<file path="config.mk">
export PLATFORM = sky130hd
export DESIGN_NAME = alu_share_ctrl
export DESIGN_NICKNAME = d
export VERILOG_FILES = /design/src/rtl/alu_share_ctrl.sv
export SDC_FILE = /design/constraint.sdc
export NUM_CORES = 1
export LEC_CHECK = 0
export ABC_AREA = 1
export CORE_ASPECT_RATIO = 1.2
export CORE_MARGIN = 1
export CORE_UTILIZATION = 35
export DETAILED_ROUTE_END_ITERATION = 10
export GPL_TIMING_DRIVEN = 1
export PLACE_DENSITY = 0.75
export SETUP_SLACK_MARGIN = 0.4
export SLEW_MARGIN = 5
export SYNTH_ARGS = -nofsm -noshare
export SYNTH_HDL_FRONTEND = slang
export SYNTH_SLANG_ARGS = --single-unit
export TNS_END_PERCENT = 5
</file>
<file path="constraint.sdc">
create_clock -name clk_i -period 3.72 [get_ports clk_i]
set_clock_uncertainty 0.05 [all_clocks]
set_input_delay 0.93 -clock clk_i [delete_from_list [all_inputs] [get_ports clk_i]]
set_output_delay 0.93 -clock clk_i [all_outputs]
set_load 0.005 [all_outputs]
</file>
<file path="src/rtl/alu_share_ctrl.sv">
// -----------------------------------------------------------------------------
// alu_share_ctrl
//   Sequencing controller and two-port round-robin arbiter in front of the
//   combinational 4-bit ALU. Each requester hands over (a, b, op) with a
//   valid/ready handshake. The winner's operands are registered onto the ALU
//   and held for SETTLE cycles. The result and invalid flag are then captured
//   and returned with a one-cycle done pulse. The last completed result is
//   also kept for the 7-segment driver.
//
// Ports
//   clk_i, rst_n_i              clock (rising edge), async active-low reset
//   reqN_valid_i / reqN_ready_o handshake for requester N (ready is combinational)
//   reqN_a_i, reqN_b_i, reqN_op_i  payload, sampled only at the accept edge
//   reqN_done_o                 one-cycle pulse when reqN_result_o is fresh
//   reqN_result_o/_invalid_o    last result and flag returned to requester N
//   alu_a_o, alu_b_o, alu_op_o  registered operands to the ALU
//   alu_result_i, alu_invalid_i ALU outputs
//   disp_value_o                last completed result of either requester
//   busy_o                      controller is not idle
// -----------------------------------------------------------------------------
module alu_share_ctrl #(
   parameter int DATA_W = 4,
   parameter int OP_W   = 4,
   parameter int SETTLE = 1        // 1..15
) (
   input  logic              clk_i,
   input  logic              rst_n_i,
   input  logic              req0_valid_i,
   output logic              req0_ready_o,
   input  logic [DATA_W-1:0] req0_a_i,
   input  logic [DATA_W-1:0] req0_b_i,
   input  logic [OP_W-1:0]   req0_op_i,
   output logic              req0_done_o,
   output logic [DATA_W-1:0] req0_result_o,
   output logic              req0_invalid_o,
   input  logic              req1_valid_i,
   output logic              req1_ready_o,
   input  logic [DATA_W-1:0] req1_a_i,
   input  logic [DATA_W-1:0] req1_b_i,
   input  logic [OP_W-1:0]   req1_op_i,
   output logic              req1_done_o,
   output logic [DATA_W-1:0] req1_result_o,
   output logic              req1_invalid_o,
   output logic [DATA_W-1:0] alu_a_o,
   output logic [DATA_W-1:0] alu_b_o,
   output logic [OP_W-1:0]   alu_op_o,
   input  logic [DATA_W-1:0] alu_result_i,
   input  logic              alu_invalid_i,
   output logic [DATA_W-1:0] disp_value_o,
   output logic              busy_o
);

   // The capture step is the single edge leaving ISSUE when the counter hits
   // zero, so it needs no state of its own. IDLE + SETTLE x ISSUE + DONE gives
   // one operation every SETTLE+2 cycles.
   typedef enum logic [1:0] {
      IDLE  = 2'd0,
      ISSUE = 2'd1,
      DONE  = 2'd2
   } state_t;

   localparam logic [3:0] CNT_INIT = 4'(SETTLE - 1);

   state_t     state;
   logic [3:0] cnt;
   logic       grant;       // requester currently being served
   logic       last_grant;  // requester served most recently
   logic       sel;         // requester that would win this cycle
   logic       any_valid;

   // Round-robin choice: on contention the requester not served last wins.
   always_comb begin
      sel       = 1'b0;
      any_valid = req0_valid_i | req1_valid_i;
      if (req0_valid_i && req1_valid_i)
         sel = ~last_grant;
      else if (req1_valid_i)
         sel = 1'b1;
   end

   assign req0_ready_o = (state == IDLE) && req0_valid_i && !sel;
   assign req1_ready_o = (state == IDLE) && req1_valid_i &&  sel;
   assign busy_o       = (state != IDLE);

   always_ff @(posedge clk_i or negedge rst_n_i) begin
      if (!rst_n_i) begin
         state          <= IDLE;
         cnt            <= '0;
         grant          <= 1'b0;
         last_grant     <= 1'b1;   // requester 0 wins the first contention
         alu_a_o        <= '0;
         alu_b_o        <= '0;
         alu_op_o       <= '0;
         req0_done_o    <= 1'b0;
         req0_result_o  <= '0;
         req0_invalid_o <= 1'b0;
         req1_done_o    <= 1'b0;
         req1_result_o  <= '0;
         req1_invalid_o <= 1'b0;
         disp_value_o   <= '0;
      end else begin
         // done is a pulse: only the capture edge raises it
         req0_done_o <= 1'b0;
         req1_done_o <= 1'b0;
         case (state)
            IDLE: begin
               // any_valid implies the selected requester's ready is high
               if (any_valid) begin
                  alu_a_o  <= sel ? req1_a_i  : req0_a_i;
                  alu_b_o  <= sel ? req1_b_i  : req0_b_i;
                  alu_op_o <= sel ? req1_op_i : req0_op_i;
                  grant    <= sel;
                  cnt      <= CNT_INIT;
                  state    <= ISSUE;
               end
            end
            ISSUE: begin
               if (cnt == 4'd0) begin
                  if (grant) begin
                     req1_result_o  <= alu_result_i;
                     req1_invalid_o <= alu_invalid_i;
                     req1_done_o    <= 1'b1;
                  end else begin
                     req0_result_o  <= alu_result_i;
                     req0_invalid_o <= alu_invalid_i;
                     req0_done_o    <= 1'b1;
                  end
                  disp_value_o <= alu_result_i;
                  last_grant   <= grant;
                  state        <= DONE;
               end else begin
                  cnt <= cnt - 4'd1;
               end
            end
            DONE:    state <= IDLE;
            default: state <= IDLE;
         endcase
      end
   end

endmodule
</file>
**Yosys cells after proc, flatten, opt, wreduce, memory -nomap -nowiden**

Index checks and enable logic that the tools add are counted.

- $add $sub $neg: 1
- Multiply operators: 0
- Divide/modulo/power cells: 0
- Order comparisons: 0
- Eq/ne operators: 4
- Shift operators: 0
- Multiplexer cells: 17
- Bitwise gates (word level): 3
- Reduce and logical (&&, ||, !) cells: 16

Operator list:

| cell | count |
|---|---|
| two-way mux 4 bit | 5 |
| AND reduction 3 bit | 3 |
| two-way mux 1 bit | 8 |
| case mux 4 bit (2 select lines) | 1 |
| inequality test 2 bit, second input constant | 3 |
| AND reduction 2 bit | 3 |
| logical AND 1 bit | 5 |
| logical NOT 4 bit | 1 |
| two-way mux 2 bit | 2 |
| case mux 2 bit (2 select lines) | 1 |
| nonzero test 2 bit | 2 |
| subtractor 4 x 1 -> 4 bit, second input constant | 1 |
| equality test 2 x 1 -> 1 bit, second input constant | 1 |
| logical NOT 2 bit | 1 |
| inverter 1 bit | 2 |
| logical NOT 1 bit | 1 |
| bitwise OR 1 bit | 1 |

- Register bits: 36
- Latch bits: 0
- Memory bits (writable): 0
- Memory bits (read-only): 0
- Input bits: 33
- Output and inout bits: 31
- Logic and storage cells: 55
- Memories kept: 0

**Depth between registers and ports, before layout**

- Depth after elaboration: 4
- Depth in mapped cells: 7
- Depth with buffers taken out: 7

**Worst setup path after synthesis**

No wires, ideal clock.

- Path type: input port to output port
- Start point: input port req0_valid_i
- End point: output port req0_ready_o
- Data arrival time: 1.434 ns
- Data required time: 2.740 ns
- Setup slack: 1.306 ns
- Stages: 5
- Path buffers: 1
- Path through: nand2_1 -> nand2_2 -> buf_2 -> nand2_1 -> nor2_1

- Cells in the longest elaborated chain, start to end: 4
- Elaborated cells between the ends (all ways): 5
- Classes of those cells: mux: 1; reduce/logical: 4

RTL lines:

| item | line | RTL |
|---|---|---|
| start: declaration | 28 | `input logic req0_valid_i,` |
| logical AND 1 bit | 75 | `if (req0_valid_i && req1_valid_i)` |
| two-way mux 1 bit | 75 |  |
| logical NOT 1 bit | 81 | `assign req0_ready_o = (state == IDLE) && req0_valid_i && !sel;` |
| logical AND 1 bit (*) | 81 |  |
| end: declaration | 29 | `output logic req0_ready_o,` |

Every way passes the cells marked *; elsewhere a longest branch is shown, timed or not.

**Worst setup path in the final report**

- Start point: input port req1_valid_i
- End point: output port req1_ready_o

- Cells in the longest elaborated chain, start to end: 3
- Elaborated cells between the ends (all ways): 5
- Classes of those cells: mux: 2; reduce/logical: 3

RTL lines:

| item | line | RTL |
|---|---|---|
| start: declaration | 36 | `input logic req1_valid_i,` |
| two-way mux 1 bit or logical AND 1 bit (tied branches) | 77, 75 |  |
| two-way mux 1 bit | 75 |  |
| logical AND 1 bit (*) | 82 | `assign req1_ready_o = (state == IDLE) && req1_valid_i && sel;` |
| end: declaration | 37 | `output logic req1_ready_o,` |

Marked as above.

==> summary.txt <==
Run status
  – Status: completed

Placed design
  – Port-buffer cells: 63
  – Detailed Place HPWL: 2783 um
  – Final GP Congestion: around 0.85

Synthesis
  – Post-synthesis sequential area ratio: 0.5437
  – Cell variety after synth: 19
  – Net Count, Synth: 244
  – Yosys top cell by area: dfrtp_1
  – Multiplexer share of the synthesized area: 0
  – Seq cells post-synth: 36
  – Syn Std Cell Area: 0.001659 mm2
  – Post-Synth XOR/XNOR Area: 0.005279
  – YS warnings: 0
  – Most common cell in the netlist: nand2_1
  – Top-area cell type share of the netlist area: 0.5279
  – Top post-synthesis cells by area: dfrtp_1 53%, nand2_1 19%, nand3_1 5.4%
  – Mean Syn Cell Area: just under 8 um2
  – Post-Syn Instances: 209
  – Largest family of logic cells by synthesized area: simple AND/OR/NAND/NOR gates
  – Synth Area in Compound Gates: 0.04902
  – Post-Synth Simple-Gate Area: 0.3137
  – Post-synth EDFFs: 0
  – Commonest cells in the synthesized netlist: 86 x nand2_1, 35 x dfrtp_1, 22 x inv_1, 19 x nor2_1, 18 x nand3_1
  – Most used DFF post-synth: dfrtp_1
  – Fraction of registers with async set/reset: 1.000
  – Synth Area in Adders: 0.01508

Setup path
  – Worst-path fanout max: 7
  – Crit path max-delay cell type: clkdlybuf4s50_1
  – CP Capture Type: output pin
  – Most frequent CP cell: clkdlybuf4s50_1
  – Req. time, crit path: around 2.7 ns
  – Crit-path cells: clkdlybuf4s50_1, nand2_2, nor2_1, clkdlybuf4s50_1
  – Critical path launch point type: input port
  – Worst Setup Path Type: in -> out
  – Crit-path max cell delay: between 0.5 and 0.6 ns
  – CP Launch Point: req1_valid_i
  – CP arrival: 2.25 ns
  – RR Startpoint: cnt[0]

CTS
  – Clk sinks: 36
  – Htree depth: 2
  – TritonCTS clock tree: yes
  – Clk buf depth: 2
  – Clock latency on the worst-skew pair: 0.28 ns
  – Post-CTS Hold Buffers: 0
  – Clk pin slew, worst setup/hold paths: 0.07 ns
  – Post-cts resize count: 0
  – CTS buffer count: 5
  – CTS root buf: clkbuf_8
  – Setup Buffers After CTS: 0

Floorplan
  – Die X-Extent: between 60 and 70 um
  – Row Count: 27
  – Total core area: 0.004561 mm2
  – Die Ht: roughly 77 um
  – Die ar.: about 0.005 mm2
  – Boundary pin count: 64
  – Initial Util: 0.3638

Cells and area
  – Final core occ: 0.5309
  – N_diodes: 0
  – Layout area overhead: 45.93%
  – Nets: slightly above 300
  – Layout cell share with drive strength beyond 1: 0.06159

Detailed routing
  – Via density: 4.626
  – DR vias: ~1500
  – DR DRC count: 0
  – WL/cell: roughly 11 um
  – TritonRoute pass-1 iters: 4
  – Total Wirelength: 3745 um
  – ANT nets after route: 0
  – DRT iter0 DRCs: 35

Hold path
  – Min-delay src: req0_result_o[2]
  – Worst hold-check path type: reg -> reg

Global route
  – Vias in the first global route: 1499
  – Initial antenna violation count: 0
  – Largest net degree at the start of global routing: 37
  – Total Routing Usage GR: 0.1660
  – GRT overflow: 0
  – First-pass GRT wire length: 6534 um

Pwr
  – Total Power: between 0.0015 and 0.002 W
  – Pwr/cell area: roughly 790 mW/mm2
  – Leak: between 1 and 1.5 nW
  – Peak VDD IR: roughly 0.44 mV

STA
  – Final-report hold violation count: 0
  – Final Max Slew Viols: 0
  – RSZ-0062 raised after global routing: no
  – Worst Tran Pin Value: about 0.77 ns
  – Hold Slack: between 0.4 and 0.5 ns
  – Final Critical Period: ~3.2 ns
  – Setup TNS: 0 ns
  – Slew headroom: 0.4881
  – Final period util: 0.8687
  – Max Freq: ~0.31 GHz
  – Setup violations, final: 0

Run
  – Max Cap Violations: 0
==> critical path: cells and delay by family <==
family	cells	cell delay (ns)
buffers and inverters	2	1.06
and+or+nand+nor	2	0.27
==> metrics by stage <==
step	area [um2]	std cells	setup WS (ns)
floorplan	1659	209	1.306
finish	2421	334	0.4885
CTS	2419	334	0.4103
detailed placement	2326	326	0.4205
global route	2421	334	0.4032
global placement	2326	326	0.4271
==> power by group <==
group	internal (W)	switching (W)	total (W)
clock	0.000148	0.000138	0.000285
combinational	0.000470	0.000467	0.000937
sequential	0.000588	0.000113	0.000702
total	0.00121	0.000718	0.00192
==> layout make-up <==
class,instances,area [um2]
clock buffers,6,82.58
fillers,425,2140
flip-flops and latches,36,902.1
inverters,22,82.58
multi-input cells,146,635.6
repair buffers,64,635.6
well taps,58,72.57
clock inverters,2,10.01
==> worst paths after layout <==
check	slack, ns	to	cells past startpoint
worst max-delay path	0.49	req1_ready_o	4
worst min-delay path	0.42	req0_result_o[2]	2
worst max register to register	2.09	disp_value_o[0]	7
worst min register to register	0.42	req0_result_o[2]	2
max in group asynchronous	2.47	alu_op_o[3]	1
min in group asynchronous	0.66	req1_done_o	1
==> cells by family after synthesis <==
group / Yosys count
adder cells (fa/ha/maj): 2
AND/OR/NAND/NOR: 128
AO/OA/AOI/OAI: 15
XOR/XNOR: 1
buffers and inverters: 27
flip-flops: 36
==> layer usage <==
metal,vias up,global-route usage,wire length [um]
met5,-,0,0
met1,720,0.1932,1585
met4,0,0.06222,61
met2,45,0.2844,1901
met3,9,0.04706,197
li1,771,-,-
==> placed cells by master (no fill, tap or decap), drive strengths merged <==
cell	n
a21oi	1
buf	2
clkbuf	6
clkdlybuf4s50	61
clkinv	2
dfrtp	35
dfstp	1
dlymetal6s2s	1
ha	2
inv	22
nand2	88
nand3	18
nor2	22
o21ai	13
o21bai	1
xor2	1
==> state kept, by name, summed over array words and instances, names as in the netlist <==
name	cells
alu_b_o	4
disp_value_o	4
alu_op_o	4
req1_result_o	4
req0_done_o	1
last_grant	1
grant	1
req1_done_o	1
req0_result_o	4
state	2
cnt	4
alu_a_o	4
req0_invalid_o	1
req1_invalid_o	1
Note: power is estimated with default switching activity, not from simulation.
